===== src/rtl/nes_poll_ctrl.sv =====
// NES controller poll sequencer: drives latch/clock pins, strobes the bit sampler
// and the word latch, and issues periodic or on-demand polls.
module nes_poll_ctrl #(
    parameter int HALF_PERIOD   = 6,
    parameter int POLL_INTERVAL = 166667
) (
    input  logic       clk,
    input  logic       rst,
    input  logic       start,
    input  logic       auto_en,
    output logic       nes_latch,
    output logic       nes_clk,
    output logic       button_en,
    output logic       finished,
    output logic       busy,
    output logic [2:0] bit_idx
);

    // state | meaning
    // IDLE  | no poll running, waiting for start/tick/pending
    // LATCH | latch pin high for two half-periods
    // LOW   | clock pin low; sample strobe on its last cycle
    // HIGH  | clock pin high between bits
    // DONE  | one-cycle finished strobe, may chain straight into LATCH
    typedef enum logic [2:0] {
        S_IDLE,
        S_LATCH,
        S_LOW,
        S_HIGH,
        S_DONE
    } state_t;

    localparam int PW = $clog2(2 * HALF_PERIOD);
    localparam int IW = $clog2(POLL_INTERVAL);
    localparam logic [PW-1:0] LATCH_LAST = PW'(2 * HALF_PERIOD - 1);
    localparam logic [PW-1:0] HALF_LAST  = PW'(HALF_PERIOD - 1);
    localparam logic [IW-1:0] IVL_LAST   = IW'(POLL_INTERVAL - 1);

    state_t        state, state_next;
    logic [PW-1:0] phase, phase_next;
    logic [2:0]    bit_next;
    logic [IW-1:0] ivl;
    logic          pending, pending_next;
    logic          tick;
    logic          request;
    logic          take;

    assign tick    = auto_en && (ivl == IVL_LAST);
    assign request = start || tick || pending;

    always_ff @(posedge clk) begin
        if (rst || !auto_en) begin
            ivl <= '0;
        end else if (ivl == IVL_LAST) begin
            ivl <= '0;
        end else begin
            ivl <= ivl + IW'(1);
        end
    end

    always_comb begin
        state_next = state;
        bit_next   = bit_idx;
        take       = 1'b0;
        case (state)
            S_IDLE: begin
                if (request) begin
                    state_next = S_LATCH;
                    take       = 1'b1;
                end
            end
            S_LATCH: begin
                if (phase == LATCH_LAST) begin
                    state_next = S_LOW;
                end
            end
            S_LOW: begin
                if (phase == HALF_LAST) begin
                    state_next = (bit_idx == 3'd7) ? S_DONE : S_HIGH;
                end
            end
            S_HIGH: begin
                if (phase == HALF_LAST) begin
                    state_next = S_LOW;
                    bit_next   = bit_idx + 3'd1;
                end
            end
            S_DONE: begin
                bit_next = 3'd0;
                if (request) begin
                    state_next = S_LATCH;
                    take       = 1'b1;
                end else begin
                    state_next = S_IDLE;
                end
            end
            default: begin
                state_next = S_IDLE;
                bit_next   = 3'd0;
            end
        endcase

        // Phase restarts on every state change; IDLE parks it at zero.
        if (state_next != state || state_next == S_IDLE) begin
            phase_next = '0;
        end else begin
            phase_next = phase + PW'(1);
        end

        if (take) begin
            pending_next = 1'b0;
        end else if ((start || tick) && state != S_IDLE) begin
            pending_next = 1'b1;
        end else begin
            pending_next = pending;
        end
    end

    always_ff @(posedge clk) begin
        if (rst) begin
            state   <= S_IDLE;
            phase   <= '0;
            bit_idx <= 3'd0;
            pending <= 1'b0;
        end else begin
            state   <= state_next;
            phase   <= phase_next;
            bit_idx <= bit_next;
            pending <= pending_next;
        end
    end

    assign nes_latch = (state == S_LATCH);
    assign nes_clk   = (state != S_LOW);
    assign button_en = (state == S_LOW) && (phase == HALF_LAST);
    assign finished  = (state == S_DONE);
    assign busy      = (state != S_IDLE);

endmodule

===== config.mk =====
export PLATFORM = sky130hd
export DESIGN_NAME = nes_poll_ctrl
export DESIGN_NICKNAME = d
export VERILOG_FILES = /design/src/rtl/nes_poll_ctrl.sv
export SDC_FILE = /design/constraint.sdc
export NUM_CORES = 1
export LEC_CHECK = 0
export BUFFER_PORTS_ARGS = -buffer_cell sky130_fd_sc_hd__clkbuf_2
export CAP_MARGIN = 5
export CORE_MARGIN = 8
export CORE_UTILIZATION = 55
export DETAILED_ROUTE_END_ITERATION = 8
export PLACE_DENSITY = 0.85
export SYNTH_ARGS = -nofsm -noshare
export SYNTH_HDL_FRONTEND = slang
export SYNTH_SLANG_ARGS = --single-unit
export TNS_END_PERCENT = 5

===== constraint.sdc =====
create_clock -name clk -period 4.25 [get_ports clk]
set_clock_uncertainty 0.15 [all_clocks]
set_input_delay 0.425 -clock clk [delete_from_list [all_inputs] [get_ports clk]]
set_output_delay 0.425 -clock clk [all_outputs]
set_load 0.02 [all_outputs]

# Word level (Yosys, flattened, before mapping)
# Index checks and enable logic that the tools add are counted.
# word_totals
reg_bits,29
input_bits,4
output_inout_bits,8
word_cells,48
# classes
n_addsub,3
eq_ne,11
mux,11
n_bitwise,1
reduce_logical,17
# op_table
op,n
"adder 18 x 1 -> 18 bit, second input constant",1
"== test 18 bit, second input constant",1
two-way mux 3 bit,6
one-hot mux 3 bit (5 select lines),1
OR reduction 2 bit,4
"== test 3 x 2 -> 1 bit, second input constant",2
"== test 3 bit, second input constant",2
logical NOT 3 bit,2
one-hot mux 3 bit (2 select lines),1
"adder 4 x 1 -> 4 bit, second input constant",1
"== test 4 x 3 -> 1 bit, second input constant",1
"== test 4 bit, second input constant",1
logical OR 1 bit,4
"adder 3 x 1 -> 3 bit, second input constant",1
"== test 3 x 1 -> 1 bit, second input constant",1
logical AND 1 bit,3
two-way mux 1 bit,3
"!= test 3 x 2 -> 1 bit, second input constant",1
!= test 3 bit,1
nonzero test 3 bit,1
OR reduction 3 bit,1
"!= test 2 bit, second input constant",1
AND reduction 2 bit,1
logical NOT 1 bit,1
inverter 1 bit,1

# Logic depth before layout (Yosys ltp)
# Gate-level depths: netlist (run 1).
# logic_depth
word_depth,9
ltp_mapped,8

# Least setup slack after synthesis (run 1)
# No wires, ideal clock.
# synth_path
path_kind,reg2reg
from,register state[0]
to,register phase[2]
setup_time_ns,0.064
arrival_time_ns,1.641
slack_ns,2.395
path_stages_with_launch,6
period_less_slack_ns,1.855
cell_sequence,dfxtp_1 clkbuf_1 nor3b_1 o21ai_0 a21o_1 nor2_1
# synth_between
elab_chain_cells,5
word_cells_on_any_way,14
cone_classes,eq/ne: 5; mux: 5; reduce/logical: 4
# synth_lines
element,line,rtl
"start, declared",39,"state_t state, state_next;"
"start signal, assigned",126,state <= state_next;
== test 3 x 1 -> 1 bit (*),--,
net nes_latch,11,"output logic nes_latch,"
one-hot mux 3 bit (5 select lines) (*),65,case (state)
!= test 3 bit / logical NOT 3 bit (equally long branches),104,if (state_next != state || state_next == S_IDLE) begin
logical OR 1 bit (*),104,
OR reduction 2 bit (no source line) (*),--,
"end signal, assigned",127,phase <= phase_next;
"end, declared",40,"logic [PW-1:0] phase, phase_next;"
# The timed path passes the listed nets; every way through them passes the cells marked *.
# A chain may end at the register's enable or synchronous reset.

# Worst setup path after layout (run 1)
# layout_path
from,register ivl[5]
to,register ivl[2]
# layout_between
elab_chain_cells,2
# layout_lines
element,line,rtl
"start, declared",42,logic [IW-1:0] ivl;
"start signal, assigned",57,ivl <= ivl + IW'(1);
== test 18 bit,54,end else if (ivl == IVL_LAST) begin
OR reduction 2 bit (no source line),--,
# Every way passes these cells.

==> impl_results.md, run 1 <==
- Leading area contributor after synthesis: dfxtp_1
- DRT iter0 DRCs: 65
- Vias per cell: approximately 5.5
- Die span in y: 66.4 microns
- Clock Sinks: 29
- GP Congestion: a little over 0.8
- Global-route wire length before repair: ~4700 microns
- PD cells: 321 nW/um^2
- I/O Buffers: 11
- Final #Nets: roughly 180
- Die Wd: between 60 and 70 microns
- Wire per inst: approximately 13 microns
- Die area: between 4000 and 5000 sq um
- Syn Std Cell Area: roughly 1400 sq um
- Post-route DRC violation count: 0
- Hold path cells: 3
- Clock Tree Buf Depth: 2
- Post-synthesis sequential area ratio: between 40% and 50%
- Maximum clock frequency: about 470 MHz
- Worst EP required: around 4.3 ns
- Post-DP Area: 1460 sq um
- Final Slew Violations: 0
- H-tree depth: 2
- Grt total ovfl: 0
- Critical Path Slowest Stage Cell: or4_1
- Core area: 2430 sq um
- CP cell instances: or4_1 > nor4_2 > a211o_1 > nor2_1
- #FFs+latches synth: 29
- Worst-skew pair later-pin latency: between 0.3 and 0.4 ns
- Pleak: around 0.54 nW
- Min-Delay Path Class: input pin to flop
- Antenna Nets Post-Route: 0
- Status: complete, no violations
- Net Count, Synth: around 170
- Hold EP: state[0]$_SDFF_PP0_
- Tmin final: between 2 and 2.5 ns
- Synth top cells by count: dfxtp_1, nor2_1, xnor2_1
- Routed WL: 2670 microns
- Clk pin slew, worst setup/hold paths: roughly 0.090 ns
- Post-CTS Hold Buffers: 0
- Slowest cell delay on critical path: about 0.56 ns
- TNS Setup: 0 ns
- Synth-to-Final Area Change: 9.41%
- Netlist cell types: 39
- Peak supply drop: approximately 0.28 mV
- Total GRT Usage: 13.8%
- RSZ-0062 raised after global routing: false
- Io pins: 12
- Worst reg2reg endpoint: ivl[2]$_SDFF_PP0_
- Slew Limit Headroom: between 60 and 70%
- Largest net degree at the start of global routing: 19
- Layout cells sized above 1: around 16%
- Most common cell in the synthesized netlist: dfxtp_1
- Reg-to-reg startpoint: ivl[5]$_SDFF_PP0_
- Final Setup Violations: 0
- Fin. Hold Viols: 0
- Asr flop ratio synth: 0%
- DP Wirelength: between 2000 and 2500 microns
- Number of CTS-inserted buffers: 5
- Initial antenna violation count: 0
- Hold_sp: auto_en
- Post-synth top flop: dfxtp_1
- Via count: 1088
- First drt pass iteration count: 4
- Vias in the first global route: 1096
- Synthesized area per cell: 9.01 sq um
- FF-to-FF setup slack: ~2.1 ns
- Top post-synthesis cells by area: dfxtp_1, xnor2_1, nor2_1
- Critical Path Fanout Max: 18
- Root Buffer: clkbuf_4
- CP Capture Type: flop
- Setup Buffers After CTS: 0
- YS warnings: 0
- Final Instance Area: approximately 1500 sq um
- Initial Util: a little under three fifths
- Cts repair resizes: 0
- TritonCTS clock tree: done
- ANT cells: 0
- WS Path Type: flop to flop
- Rows: 18
- R2R cell count: 4
- Fin crit share: between 50% and 60%
- Worst EP arrival: 2.18 ns
- Synth Instances: 155
- Slew of the pin with the lowest slew margin: about 0.57 ns
- Synth top area share: roughly two fifths
- CP Launch Type: flop
- Number of synthesized flops with an enable pin: 0
- Max Cap Violations: 0
-- worst max-delay path by stage --
| stage | slack [ns] | from | to | depth (start not counted) |
|---|---|---|---|---|
| final | 2.11 | ivl[5]$_SDFF_PP0_ | ivl[2]$_SDFF_PP0_ | 4 |
| after global routing | 1.95 | ivl[10]$_SDFF_PP0_ | ivl[14]$_SDFF_PP0_ | 4 |
| after CTS | 2.12 | ivl[5]$_SDFF_PP0_ | ivl[4]$_SDFF_PP0_ | 4 |
| after detailed placement | 2.13 | ivl[5]$_SDFF_PP0_ | ivl[4]$_SDFF_PP0_ | 4 |
| after global placement | 2.23 | ivl[5]$_SDFF_PP0_ | ivl[4]$_SDFF_PP0_ | 4 |
| after floorplan | 2.40 | state[0]$_SDFF_PP0_ | phase[2]$_SDFF_PP0_ | 5 |
-- critical path, delay by kind of cell, from the launching register on --
kind / cells / cell delay (ns)
AOI/OAI and AO/OA: 1 / 0.56
DFF: 1 / 0.38
and+or+nand+nor: 3 / 0.93
-- kinds of logic (layout without fill, tap and decap cells) --
logic type	Yosys count	in the layout	share of synthesized area, %
XOR/XNOR	17	17	10.7
flip-flops	29	29	41.6
buffers and inverters	12	26	4.12
AND/OR/NAND/NOR	75	75	29.7
adder cells (fa/ha/maj)	6	6	5.38
multiplexers	3	3	2.15
AO/OA/AOI/OAI	13	13	6.45
-- per-layer routing --
metal	GRT usage [%]	vias to the layer above	part of all wire (%)
met5	0	-	0
met4	7.20	0	2.1
met2	24.7	23	49
li1	-	562	-
met3	4.75	9	7.6
met1	13.6	494	41
-- cells in the final DEF, fill, tap and decap left out, types with 3 or more instances in the layout --
cell / synthesis / final
inv_1: 7 / 7
dfxtp_1: 29 / 29
or3_1: 3 / 3
nand2_1: 5 / 5
nand3_1: 7 / 7
clkbuf_4: 0 / 5
nor2_1: 27 / 27
nand4_1: 4 / 4
clkbuf_2: 1 / 11
xnor2_1: 13 / 13
nand2b_1: 3 / 3
o21ai_0: 5 / 5
xor2_1: 4 / 4
nor3_1: 8 / 8
ha_1: 6 / 6
nor4_1: 3 / 3
mux2i_1: 3 / 3
-- area by class of cell --
class	count	area, sq um
timing repair buffer	11	55.1
tap	30	37.5
sequential	29	581
clock inverter	1	5.00
fill	210	905
inverter	7	26.3
multi-input combinational	114	758
clock buffer	7	65.1
-- sequential cells by signal (all words and copies together), names as in the netlist --
signal and cells:
ivl 18, phase 4, bit_idx 3, state 3, pending 1
-- where the power goes --
| group | internal (mW) | leakage [nW] | switching [mW] |
|---|---|---|---|
| clock network | 0.0957 | 0.0413 | 0.0944 |
| registers | 0.275 | 0.234 | 0.00392 |
| logic | 0.00801 | 0.264 | 0.0129 |
| total | 0.378 | 0.540 | 0.111 |
-- metrics by stage --
step,hold WS [ns],cells,util (%),power [mW],setup slack [ns]
global placement,0.295,191,59.9,0.305,2.23
global route,0.231,199,62.8,0.510,1.95
detailed placement,0.311,191,59.9,0.306,2.13
CTS,0.216,199,62.8,0.494,2.12
floorplan,0.283,155,-,0.302,2.40
finish,0.227,199,62.8,0.490,2.11
No activity file was read; power rests on OpenSTA's default activity.
==> run 2, diff against run 1 <==
CORE_UTILIZATION = 52   (was 55)
clock period = 1.85 ns   (was 4.25 ns; I/O delays follow)
==> run 2 against run 1 <==
  * Power is 120% higher
  * First-iteration DRC count is 22% higher
  * Wire length is 15% higher
  * Highest routed layer unchanged
  * Critical endpoint is now button_en
  * Flip-flop and latch count stayed put
  * Sequential power is 130% higher
  * Critical path depth unchanged
  * Sequential share of layout area shrank 2.6 points
  * Final area rose by 8.4%
  * Critical path type is now flop to output pin
  * Largest cell class unchanged
  * Via count rose by 9.8%
  * Largest power group unchanged
==> impl_results.md, run 2 (synthesis results as in run 1) <==
- Pleak: 0.608 nW (+13%)
- Final Setup Violations: 0 (unchanged)
- Largest Register: ivl
- WP buf/inv: 1 (+1)
- Core area: 2520 sq um (+3.7%)
- Worst EP arrival: 1.45 ns (-0.73 ns)
- Grt total ovfl: 0 (unchanged)
- First drt pass iteration count: 4 (unchanged)
- PD cells: 643 nW/um^2 (+100%)
- Crit path max-delay family: simple AND/OR/NAND/NOR gates
- Final Instance Area: 1660 sq um (+8.4%)
- Peak supply drop: 0.660 mV (+130%)
- Number of CTS-inserted buffers: 5 (unchanged)
- Final Slew Violations: 0 (unchanged)
- Fin. Hold Viols: 0 (unchanged)
- Slew of the pin with the lowest slew margin: 0.372 ns (-0.202 ns)
- DRT iter0 DRCs: 79 (+22%)
- Critical Path Slowest Stage Cell: dfxtp_4
- Root Buffer: clkbuf_4
- Fin crit share: a little under 100%
- Worst-skew pair later-pin latency: 0.34 ns (+0.02 ns)
- Pint: 0.799 mW (+110%)
- DP Wirelength: 2110 microns (+4.6%)
- DP Cell Count: 201 (+5.2%)
- CP cell instances: nand2b_4 > or2_2 > nor2_1 > buf_4
- Routed WL: 3080 microns (+15%)
- Min-Delay Path Class: input pin to flop
- Most frequent cells in the layout: nor2_1, dfxtp_1, buf_4
- RSZ-0062 raised after global routing: true
- WS Path Type: flop to output pin
- Final #Nets: 193 (+8.4%)
- Vias per cell: 5.58 (+2.1%)
- Die Wd: 67.8 microns (+2.2%)
- Slowest cell delay on critical path: 0.38 ns (-0.18 ns)
- Die area: 4600 sq um (+4.4%)
- Io pins: 12 (unchanged)
- TNS Setup: 0 ns (unchanged)
- Critical Path Fanout Max: 8 (-10)
- Clock Tree Buf Depth: 2 (unchanged)
- Max Cap Violations: 0 (unchanged)
- Largest registers: ivl x18, phase x4
- Synth-to-Final Area Change: 18.5%
- Layout Cells excl Fill: 214 (+7.5%)
- Fill count: 194 (-7.6%)
- Initial antenna violation count: 0 (unchanged)
- Post-DP Area: 1540 sq um (+5.5%)
- Combinational power share: 5.8% (+1.5 points)
- Total GRT Usage: 14.5% (+0.67 points)
- Status: complete, no violations
- Post-route DRC violation count: 0 (unchanged)
- TritonCTS clock tree: done
- GP Congestion: 0.824 (about the same)
- Global-route wire length before repair: 5130 microns (+9.4%)
- Initial Util: 55.4% (-2.1 points)
- CP Capture Type: output pin
- Tmin final: 1.79 ns
- Clk pin slew, worst setup/hold paths: 0.09 ns (about the same)
- I/O Buffers: 11 (unchanged)
- Clock power share: 34.2% (-4.6 points)
- Wire per inst: 14.4 microns (+7.3%)
- Largest net degree at the start of global routing: 11 (-8)
- Slew Limit Headroom: 75.0% (+13 points)
- Rows: 18 (unchanged)
- Power Total: 1.06 mW (+120%)
- Clock Sinks: 29 (unchanged)
- CP Launch Type: flop
- Maximum clock frequency: between 500 and 600 MHz
- ANT cells: 0 (unchanged)
- Switch share: 24.9% (+2.2 points)
- Die span in y: 67.8 microns (+2.2%)
- Via count: 1195 (+9.8%)
- Vias in the first global route: 1177 (+7.4%)
- Sw power: 0.265 mW (+140%)
- Antenna Nets Post-Route: 0 (unchanged)
- H-tree depth: 2 (unchanged)
- Part of the power in registers: 60.0% (+3.1 points)
- Layout cells sized above 1: 23.4% (+7.4 points)
- Worst EP required: 1.51 ns (-2.79 ns)
- Max reg flops: 18 (unchanged)
run 2: cell types whose count changed in the layout (fill, tap and decap cells not counted), sizes merged:
cell         change
buf             +14
clkbuf           -2
clkinv           +1
dlygate4sd3      +2
run 2: power groups by stage:
stage	Sequential [mW]	Clock [mW]	Combinational, mW
after CTS	0.639	0.366	0.0578
after global placement	0.654	0	0.0521
final	0.639	0.364	0.0613
after detailed placement	0.654	0	0.0541
after global routing	0.640	0.400	0.0673
after floorplan	0.650	0	0.0437
run 2: through the flow:
stage	utilization [%]	hold slack [ns]	setup slack, ns
3_5_place_dp	61.0	0.313	0.0755
2_1_floorplan	-	0.189	0.0512
5_1_grt	65.6	0.0566	-0.00112
4_1_cts	63.8	0.0121	0.0152
6_report	65.6	0.0544	0.0603
3_3_place_gp	61.0	0.298	0.135
run 2: routing by layer:
metal	routed length, microns	part of all wire, %	up-vias	global-route usage (%)
li1	-	-	595	-
met3	209	6.8	7	4.08
met1	1320	43	558	16.5
met2	1490	48	35	23.7
met5	0	0	-	0
met4	58	1.9	0	8.44
run 2: layout make-up:
cell class,count,area [sq um],share of cell area [%]
multi-input combinational,114,779,47.1
sequential,29,586,35.4
tap,30,37.5,2.27
inverter,7,26.3,1.59
clock buffer,6,41.3,2.49
clock inverter,2,10.0,0.605
timing repair buffer,26,175,10.6
run 2: path summary, 6_finish.rpt:
check                    endpoint  cells after the start                 from  slack, ns
max reg2reg    ivl[15]$_SDFF_PP0_                      4    ivl[4]$_SDFF_PP0_       0.08
max                     button_en                      4  state[2]$_SDFF_PP0_       0.06
min reg2reg   phase[0]$_SDFF_PP0_                      1  phase[0]$_SDFF_PP0_       0.33
min          pending$_SDFFE_PP0P_                      3                start       0.05
run 2: worst min-delay path, delay by kind of cell:
kind,cells,cell delay (ns)
AOI/OAI and AO/OA,1,0.05
and+or+nand+nor,1,0.15
buffers and inverters,1,0.10
run 2: repair_timing:
action / CTS / global route
hold endpoints to repair: 3 / 0
buffers inserted: 0 / 3
hold buffers: 2 / 0
gates resized for setup: 1 / 6
endpoints found under the setup margin: 1 / 4
==> run 3, diff against run 2 <==
CAP_MARGIN = 0   (was 5)
CORE_UTILIZATION = 55   (was 52)
clock period = 2.31 ns   (was 1.85 ns; I/O delays follow)
==> run 3 against run 2 <==
  * Via count fell by 7.4%
  * Final area fell by 8.2%
  * Flip-flop and latch count did not move
  * Sequential share of layout area rose by 2.8 points
  * Die area fell by 4.2%
  * Wire length fell by 16%
  * Sequential power fell by 20%
  * Global-route usage fell by 1.6 points
  * Register-to-register slack improved by 0.31 ns
  * Count of clock-buffer cells in the layout rose by 1
  * First-iteration DRC count fell by 29%
  * Final cell count fell by 7.0%
  * Largest power group unchanged
  * Highest routed layer unchanged
==> impl_results.md, run 3 (synthesis results as in run 1) <==
- Status: complete, no violations
- Number of CTS-inserted buffers: 5 (unchanged)
- DRT iter0 DRCs: 56 (-29%)
- DP Wirelength: 1960 microns (-7.2%)
- WS Path Type: flop to flop
- TNS Setup: 0 ns (unchanged)
- Tmin final: 1.92 ns
- Largest Register: ivl
- Routed WL: 2570 microns (-16%)
- Critical Path Slowest Stage Cell: or4_4
- WP buf/inv: 0 (-1)
- Final Instance Area: 1520 sq um (-8.2%)
- Worst-skew pair later-pin latency: 0.31 ns (-0.03 ns)
- Metal2 WL: 1240 microns (-17%)
- Clock power share: 35.1% (+0.9 points)
- Core area: 2430 sq um (-3.6%)
- Commonest non-fill, non-tap cell in the layout: dfxtp_1
- Via count: 1106 (-7.4%)
- Antenna Nets Post-Route: 0 (unchanged)
- Min-Delay Path Class: input pin to flop
- Grt total ovfl: 0 (unchanged)
- Die span in y: 66.4 microns (-2.1%)
- Wire per inst: 12.9 microns (-10%)
- Largest registers: ivl x18, phase x4
- Sw power: 0.187 mW (-29%)
- CP Launch Type: flop
- Peak supply drop: 0.518 mV (-22%)
- Switch share: 22.0% (-3.0 points)
- Crit path max-delay family: simple AND/OR/NAND/NOR gates
- Wl on met1: 1100 microns (-16%)
- Max reg flops: 18 (unchanged)
- ANT cells: 0 (unchanged)
- Fin. Hold Viols: 0 (unchanged)
- H-tree depth: 2 (unchanged)
- Final Setup Violations: 0 (unchanged)
- I/O Buffers: 11 (unchanged)
- Layout Cells excl Fill: 199 (-7.0%)
- Power Total: 0.851 mW (-20%)
- Pre-CTS setup slack: 0.420 ns (+0.345 ns)
- Vias per cell: 5.56 (-0.47%)
- Initial antenna violation count: 0 (unchanged)
- Clk pin slew, worst setup/hold paths: 0.08 ns (about the same)
- CP cell instances: nand3_1 > or4_4 > or3_1 > a21oi_2
- Layout cells sized above 1: 15.4% (-8.0 points)
- Metal3 WL: 161 microns (-23%)
- Fill count: 215 (+11%)
- Vias in the first global route: 1036 (-12%)
- Setup Buffers After CTS: 0 (unchanged)
- Root Buffer: clkbuf_4
- Total GRT Usage: 12.8% (-1.6 points)
- Critical Path Fanout Max: 7 (-1)
- Cts repair resizes: 0 (-1)
- Most frequent cells in the layout: dfxtp_1, nor2_1, xnor2_1
- DP Cell Count: 192 (-4.5%)
- Part of the power in registers: 60.2% (+0.2 points)
- Combinational power share: 4.7% (-1.1 points)
- Hold WS: 0.0458 ns (-0.00857 ns)
- Pleak: 0.535 nW (-12%)
- Global-route wire length before repair: 4310 microns (-16%)
- Post-CTS Hold Buffers: 0 (-2)
- PD cells: 560 nW/um^2 (-13%)
- Final Slew Violations: 0 (unchanged)
- Highest Signal Layer: met4
- Utilization after layout: 62.5% (-3.1 points)
- GP Congestion: 0.831 (+0.86%)
- Io pins: 12 (unchanged)
- Slew Limit Headroom: 70.8% (-4.2 points)
- Max Cap Violations: 0 (unchanged)
- Synth-to-Final Area Change: 8.87%
- Worst EP required: 2.41 ns (+0.90 ns)
- CP Capture Type: flop
- Rows: 18 (unchanged)
- Pint: 0.665 mW (-17%)
- Fin crit share: between 80 and 90%
- Post-DP Area: 1470 sq um (-4.7%)
- Final WS setup: 0.390 ns (+0.329 ns)
- Die Wd: 66.4 microns (-2.1%)
- TritonCTS clock tree: done
- Slew of the pin with the lowest slew margin: 0.434 ns (+0.0621 ns)
- Initial Util: 57.4% (+2.1 points)
- RSZ-0062 raised after global routing: false
- Slowest cell delay on critical path: 0.57 ns (+0.19 ns)
- Final #Nets: 179 (-7.3%)
- First drt pass iteration count: 4 (unchanged)
- Largest net degree at the start of global routing: 19 (+8)
- Die area: 4410 sq um (-4.2%)
- Post-route DRC violation count: 0 (unchanged)
- Clock Sinks: 29 (unchanged)
- Maximum clock frequency: between 500 and 600 MHz
- Clock Tree Buf Depth: 2 (unchanged)
- Worst EP arrival: 2.02 ns (+0.57 ns)
==> run 3: cell count changes in the layout (fill, tap and decap cells not counted), sizes merged <==
cell,previous run,this run
buf,14,1
clkbuf,16,18
clkinv,2,0
dlygate4sd3,2,0
==> run 3: path summary, 6_finish.rpt <==
| check | startpoint | to | slack, ns | cells past startpoint |
|---|---|---|---|---|
| worst max-delay path | ivl[2]$_SDFF_PP0_ | ivl[17]$_SDFF_PP0_ | 0.39 | 4 |
| worst min-delay path | auto_en | state[0]$_SDFF_PP0_ | 0.05 | 3 |
| worst max register to register | ivl[2]$_SDFF_PP0_ | ivl[17]$_SDFF_PP0_ | 0.39 | 4 |
| worst min register to register | phase[0]$_SDFF_PP0_ | phase[0]$_SDFF_PP0_ | 0.32 | 1 |
==> run 3: worst min-delay path, stage by stage <==
cell and delay (ns):
clkbuf_2 0.10, nand4_1 0.07, a21oi_1 0.06
==> run 3: area by class of cell <==
class / count / area, sq um / area share [%]
flip-flops and latches: 29 / 581 / 38.2
multi-input cells: 114 / 758 / 49.9
clock buffers: 7 / 55.1 / 3.62
repair buffers: 12 / 62.6 / 4.12
inverters: 7 / 26.3 / 1.73
well taps: 30 / 37.5 / 2.47
==> run 3: power groups by stage <==
stage	registers (mW)	clock network [mW]	logic [mW]
global route	0.514	0.342	0.0456
global placement	0.523	0	0.0392
floorplan	0.520	0	0.0345
detailed placement	0.524	0	0.0404
CTS	0.512	0.313	0.0406
finish	0.512	0.299	0.0402
==> run 3: layer usage <==
| layer | vias to the layer above | GRT usage (%) |
|---|---|---|
| li1 | 566 | - |
| met4 | 0 | 7.47 |
| met5 | - | 0 |
| met2 | 18 | 22.3 |
| met1 | 514 | 12.3 |
| met3 | 8 | 5.59 |
